## config.mk

```make
export PLATFORM = sky130hd
export DESIGN_NAME = imem_boot_loader
export DESIGN_NICKNAME = d
export VERILOG_FILES = /design/src/rtl/imem_boot_loader.sv
export SDC_FILE = /design/constraint.sdc
export NUM_CORES = 1
export LEC_CHECK = 0
export ABC_AREA = 1
export ABC_CLOCK_PERIOD_IN_PS = 1800
export CAP_MARGIN = 10
export CELL_PAD_IN_SITES_DETAIL_PLACEMENT = 0
export CELL_PAD_IN_SITES_GLOBAL_PLACEMENT = 1
export CORE_ASPECT_RATIO = 1.5
export CORE_MARGIN = 5
export CORE_UTILIZATION = 36
export DETAILED_ROUTE_END_ITERATION = 16
export GPL_TIMING_DRIVEN = 1
export PLACE_DENSITY = 0.82
export SLEW_MARGIN = 5
export SYNTH_ARGS = -nofsm -noshare
export SYNTH_HDL_FRONTEND = slang
export SYNTH_SLANG_ARGS = --single-unit
export TNS_END_PERCENT = 5
```

## constraint.sdc

```tcl
create_clock -name clk -period 1.8 [get_ports clk]
set_input_delay 0.27 -clock clk [delete_from_list [all_inputs] [get_ports clk]]
set_output_delay 0.27 -clock clk [all_outputs]
set_load 0.03 [all_outputs]
```

## src/rtl/imem_boot_loader.sv

```systemverilog
// Boot loader: receives a length-prefixed byte image, writes it into the
// 64-bit instruction BRAM, then hands the port to fetch and releases the core.
module imem_boot_loader #(
    parameter int ADDR_W = 15
) (
    input  logic              clk,
    input  logic              rstn,
    input  logic              rx_valid,
    input  logic [7:0]        rx_data,
    input  logic [ADDR_W-1:0] fetch_addr,
    output logic [ADDR_W-1:0] mem_addr,
    output logic              mem_we,
    output logic [63:0]       mem_wdata,
    output logic              cpu_rstn,
    output logic              boot_done,
    output logic              boot_err
);

    typedef enum logic [1:0] {
        HDR,
        LOAD,
        RUN,
        ERR
    } state_t;

    localparam logic [32:0] CAP = 33'd1 << ADDR_W;

    state_t            state_q;
    state_t            state_d;
    logic [23:0]       hdr_q;
    logic [1:0]        hcnt_q;
    logic [31:0]       n_q;
    logic [55:0]       asm_q;
    logic [2:0]        bcnt_q;
    logic [ADDR_W-1:0] addr_q;

    logic [31:0] n_rx;
    logic [32:0] addr_nxt;
    logic        last_wr;

    assign n_rx     = {hdr_q, rx_data};
    assign addr_nxt = 33'(addr_q) + 33'd1;
    // 33-bit compare so a full-capacity image ends cleanly
    assign last_wr  = mem_we && (addr_nxt == {1'b0, n_q});

    always_ff @(posedge clk) begin
        if (!rstn) begin
            state_q <= HDR;
        end else begin
            state_q <= state_d;
        end
    end

    always_comb begin
        state_d = state_q;
        unique case (state_q)
            HDR: begin
                if (rx_valid && hcnt_q == 2'd3) begin
                    if (n_rx == 32'd0)
                        state_d = RUN;
                    else if ({1'b0, n_rx} > CAP)
                        state_d = ERR;
                    else
                        state_d = LOAD;
                end
            end
            LOAD: begin
                if (last_wr)
                    state_d = RUN;
            end
            RUN:     state_d = RUN;
            ERR:     state_d = ERR;
            default: state_d = HDR;
        endcase
    end

    always_comb begin
        cpu_rstn  = 1'b0;
        boot_done = 1'b0;
        boot_err  = 1'b0;
        mem_addr  = addr_q;
        unique case (state_q)
            RUN: begin
                cpu_rstn  = 1'b1;
                boot_done = 1'b1;
                mem_addr  = fetch_addr;
            end
            ERR:     boot_err = 1'b1;
            default: ;
        endcase
    end

    // Write data is captured in mem_wdata, so the next word can start
    // assembling during the write cycle.
    always_ff @(posedge clk) begin
        if (!rstn) begin
            hdr_q     <= '0;
            hcnt_q    <= '0;
            n_q       <= '0;
            asm_q     <= '0;
            bcnt_q    <= '0;
            addr_q    <= '0;
            mem_we    <= 1'b0;
            mem_wdata <= '0;
        end else begin
            mem_we <= 1'b0;
            if (state_q == HDR && rx_valid) begin
                hdr_q  <= {hdr_q[15:0], rx_data};
                hcnt_q <= hcnt_q + 2'd1;
                if (hcnt_q == 2'd3)
                    n_q <= n_rx;
            end
            if (state_q == LOAD) begin
                if (rx_valid) begin
                    asm_q  <= {asm_q[47:0], rx_data};
                    bcnt_q <= bcnt_q + 3'd1;
                    if (bcnt_q == 3'd7) begin
                        mem_we    <= 1'b1;
                        mem_wdata <= {asm_q, rx_data};
                    end
                end
                if (mem_we)
                    addr_q <= addr_q + 1'b1;
            end
        end
    end

endmodule

```

==> results of run 1 <==
-- kinds of logic after synthesis --
family | count (synthesis) | share of synthesized area (%)
compound gates | 334 | 21.7
xor+xnor | 2 | 0.226
fa+ha+maj | 4 | 0.645
buf+inv | 167 | 8.33
flops | 199 | 51.3
mux | 1 | 0.145
simple gates | 317 | 17.6
-- cells in the mapped netlist, drive strengths merged --
cell    count  area share (%)
clkinv      1           0.048
nand4      14             1.1
and2        1           0.081
ha          4            0.64
nor2       92             5.0
nand3b      3            0.29
a21oi     140             9.0
nor4        2            0.16
inv       103             5.0
xor2        2            0.23
o21ai     188              12
buf        14            0.93
a31oi       1           0.081
a21boi      1           0.097
nand3      58             3.7
dfxtp     199              51
or2         3            0.24
mux2        1            0.15
nor3        2            0.13
nand2     142             6.9
clkbuf     49             2.4
o211ai      4            0.39
-- worst paths after layout --
check                                endpoint         start  cells past startpoint  slack, ns
worst max-delay path             mem_wdata[8]  mem_wdata[8]                      1       0.02
worst min-delay path            mem_wdata[57]          rstn                      3       0.23
worst max register to register     state_q[0]     addr_q[0]                     12       0.06
worst min register to register        n_q[23]       n_q[23]                      2       0.45
-- stage by stage --
| step | worst slack [ns] | cells |
|---|---|---|
| floorplan | 0.0632 | 1024 |
| global placement | -0.00843 | 1406 |
| detailed placement | -0.0473 | 1406 |
| CTS | -0.130 | 1438 |
| global route | -0.0660 | 1443 |
| finish | 0.0230 | 1443 |
-- layout make-up --
class                      instances  area, um^2
tap                              268         335
clock inverter                    14         184
inverter                         104         390
clock buffer                      18         429
sequential                       199        4000
multi-input combinational        658        3280
fill                            2097       10800
timing repair buffer             182        1750
-- power by group --
group | leakage (nW) | internal, mW | total, mW | switching (mW)
Sequential | 1.62 | 4.86 | 5.13 | 0.264
Combinational | 2.52 | 0.864 | 2.24 | 1.37
Clock | 0.296 | 2.12 | 3.95 | 1.83
-- flip-flops by register name, indices dropped and copies added, names as in the netlist --
name       count
addr_q        15
asm_q         56
bcnt_q         3
hcnt_q         2
hdr_q         24
mem_wdata     64
mem_we         1
n_q           32
state_q        2
-- per-layer routing --
metal | global-route usage, % | vias up | routed length (um)
met5 | 0 | - | 0
met4 | 5.64 | 0 | 459
met3 | 3.88 | 29 | 980
met2 | 29.5 | 153 | 10700
met1 | 21.1 | 3298 | 8830
li1 | - | 3659 | -
-- what timing repair did --
item                                    CTS  global route
cloned                                    0             3
setup buffers                             0             3
hold buffers                              0             0
endpoints found under the setup margin   22            40
hold endpoints to repair                  0             0
gates resized for setup                   9            89
pin swaps                                 0            11
==> metrics.txt, run 1 <==
area grow syn2layout=33.5%; commonest non-fill, non-tap cells in the layout=dfxtp_1, o21ai_0, a21oi_1; clock sink count=199; FP Rows=65; initial antenna violation count=0; CP arrival=1.51 ns; Worst-Skew Late Latency=0.44 ns; Worst Tran Pin Value=0.525 ns; syn avg cell area=7.58 um^2; kind of cell adding the most delay to the critical path=buffers and inverters; post-DP HPWL=14.5 mm; grt ovf=0; Initial Utilization=36.7%; chip width=130 um; status=completed; die area=24700 um^2; final wirelength=20.9 mm; Setup Viol. Count Final=0; post-synth net total=1054; core region area=21100 um^2; post-synth cell types=30; Fin. Hold Viols=0; Seq/Total Area, Yosys=51.3%; Fin Setup TNS=0 ns; H-tree depth=4; RSZ-0062 raised after global routing=true; leakage power=4.43 nW; post-route core utilization=49.0%; Tcrit/Tclk final=98.7%; PortBufs=108; Iter 0 DRT Violations=366; All-Layer GR Usage=17.2%; Power Total=11.3 mW; share of cells above drive strength 1=15.5%; chip height=190 um; VDD IR-drop max=0.620 mV; nets=1192; Synth Instances=1024; Data required, critical path=1.53 ns; Worst Skew=0.0122 ns; Slew Limit Fails=0; number of vias per cell=4.95; cts bufs inserted=17; antenna cells=0; critical path cell sequence=clkdlybuf4s50_1; critical path's largest stage delay=0.69 ns; WS Path Type=register to output port; Placed Area=9450 um^2; largest net degree at the start of global routing=116; worst hold path class=primary input to register; Hold WS=0.229 ns; total number of vias=7139; DRT Pass-1 Iters=5; drc violations=0; vias in the first global route=6752; Worst-path clk slew=0.07 ns; power per cell area=1090 nW/um^2; Worst Setup End Kind=output port; Routed WL per cell=14.5 um; Final min period=1.78 ns; synth warn=0; CTS tree=built; Placer Congestion=0.846; critical-path maximum fanout=2; first-pass GRT wire length=33.9 mm; Buf/Inv on CP=1; crit path launch type=register; Netlist Area Pre-Place=7760 um^2; IO Count=109; most common library cell in the layout ignoring fill and taps=dfxtp_1; Slew headroom=64.9%; Achievable Freq=563 MHz; clk buf depth=2; #FFs+latches synth=199; root buffer cell=clkbuf_16; max-cap violations=0; antenna viol nets, final=0; final instance area=10400 um^2; slowest CP cell=clkdlybuf4s50_1
(Power assumes the default switching activity.)
==> run 2, diff against run 1 <==
Settings changed: CORE_ASPECT_RATIO 1.5 to 1.4, HOLD_SLACK_MARGIN set to 0.03.
==> metrics.txt, run 2 (synthesis gave the netlist of run 1 again) <==
status=completed; DRT Pass-1 Iters=5; grt ovf=0; power per cell area=1060 nW/um^2; Fin. Hold Viols=0; post-DP HPWL=14.7 mm; drc violations=0; placed cell count=1399; pre-CTS WS=-0.0650 ns; Top reg by flops=mem_wdata; fin cells=1438; Worst Skew=0.00765 ns; commonest non-fill, non-tap cells in the layout=dfxtp_1, o21ai_0, a21oi_1; first-pass GRT wire length=34.5 mm; crit path launch type=register; critical path's largest stage delay=0.36 ns; chip height=184 um; CTS tree=built; R2R Path Start=addr_q[1]; Tcrit/Tclk final=99.0%; CP arrival=2.08 ns; final wirelength=21.4 mm; max FFs per register=64; IO Count=109; critical-path maximum fanout=4; area grow syn2layout=34.0%; H-tree depth=4; Power Total=11.0 mW; PnR worst setup slack=0.0172 ns; WS Path Type=register to register; clk buf depth=2; chip width=134 um; Placer Congestion=0.810; RSZ-0062 raised after global routing=true; CP dominant cell by count=nand2_2; share of cells above drive strength 1=16.6%; Slew headroom=69.4%; kind of cell adding the most delay to the critical path=simple AND/OR/NAND/NOR gates; Achievable Freq=561 MHz; PortBufs=108; VDD IR-drop max=0.506 mV; Worst-Skew Late Latency=0.43 ns; cts bufs inserted=17; initial antenna violation count=0; Reg2Reg Setup Slack=0.02 ns; worst hold path class=primary input to register; Initial Utilization=36.6%; slowest CP cell=dfxtp_2; critical path cell sequence=ha_4, nand3_4, nor2_4, buf_6, nand3_2, nand2_2, nand2_2, nand2_1, nand2_2, nor3_2, nand3_2, nand2_1, a21oi_1; min-delay src=rstn; worst reg2reg path depth=13; Data required, critical path=2.10 ns; number of vias per cell=4.94; vias in the first global route=6802; clock sink count=199; leakage power=4.30 nW; antenna cells=0; antenna viol nets, final=0; root buffer cell=clkbuf_16; Buf/Inv on CP=1; FF-to-FF End=state_q[0]; die area=24600 um^2; Iter 0 DRT Violations=397; hold path depth=3; Final min period=1.78 ns; Slew Limit Fails=0; FP Rows=63; Worst Setup End Kind=register; largest net degree at the start of global routing=93; Setup Viol. Count Final=0; most common library cell in the layout ignoring fill and taps=dfxtp_1; Routed WL per cell=14.9 um; top flop regs=mem_wdata: 64 flops, asm_q: 56 flops, n_q: 32 flops; nets=1195; Hold EP=mem_wdata[37]; max-cap violations=0; All-Layer GR Usage=17.3%; Worst-path clk slew=0.07 ns; total number of vias=7110; core region area=21200 um^2; Worst Tran Pin Value=0.459 ns; CTS Hold Buffers Added=0
[run 2: changes by cell type in the layout (fill, tap and decap cells not counted), sizes merged]
cell / before / now
dlymetal6s2s: 14 / 7
clkdlybuf4s50: 71 / 80
clkinvlp: 1 / 6
dlygate4sd2: 5 / 3
bufinv: 2 / 1
buf: 90 / 93
inv: 110 / 106
[run 2: power breakdown]
group / internal [mW] / switching [mW]
clock: 1.92 / 1.71
sequential: 4.87 / 0.268
combinational: 0.890 / 1.39
[run 2: worst reg2reg max path, delay by kind of cell (launching register included)]
family | cells | cell delay, ns
adder cells (fa/ha/maj) | 1 | 0.18
AND/OR/NAND/NOR | 10 | 0.95
flip-flops | 1 | 0.36
buffers and inverters | 1 | 0.11
AO/OA/AOI/OAI | 1 | 0.05
[run 2: worst max-delay path by stage]
stage / depth (start not counted) / end / slack (ns) / startpoint
finish: 13 / state_q[0] / 0.02 / addr_q[1]
global placement: 12 / state_q[0] / -0.06 / addr_q[2]
CTS: 4 / mem_addr[2] / -0.09 / state_q[1]
detailed placement: 12 / state_q[0] / -0.06 / addr_q[2]
floorplan: 4 / mem_addr[10] / 0.06 / state_q[1]
global route: 13 / state_q[0] / -0.09 / addr_q[1]
[run 2: timing repair]
item                                   in CTS  in global routing
setup endpoints to repair                  22                113
cloned                                      0                  3
resized for setup                          11                106
pin swaps                                   0                 21
buffers inserted                            0                  4
endpoints found under the hold margin       0                  0
[run 2: metal layers]
layer,GRT usage [%],vias up,part of all wire (%)
li1,-,3672,-
met2,30.3,169,51
met5,0,-,0
met4,5.54,0,1.6
met1,21.6,3248,43
met3,3.20,21,4.1
[run 2: through the flow]
step                util (%)  hold WS, ns  area (um^2)  setup TNS, ns
floorplan                  -        0.429         7760              0
global placement        44.8        0.437         9500         -0.130
detailed placement      44.8        0.444         9500         -0.211
CTS                     47.5        0.206        10100         -0.241
global route            49.0        0.226        10400         -0.285
finish                  49.0        0.217        10400              0
[run 2: cell type report]
type | count | area [um^2]
Tap cell | 260 | 325
Clock buffer | 18 | 429
Fill cell | 2058 | 10800
Inverter | 104 | 390
Timing Repair Buffer | 185 | 1820
Sequential cell | 199 | 4000
Clock inverter | 14 | 125
Multi-Input combinational cell | 658 | 3310
==> run 3, diff against run 2 <==
Settings changed: ABC_CLOCK_PERIOD_IN_PS 1800 to unset.
==> results of run 3 <==
No change in the layout: final DEF, timing and power equal those of run 2.
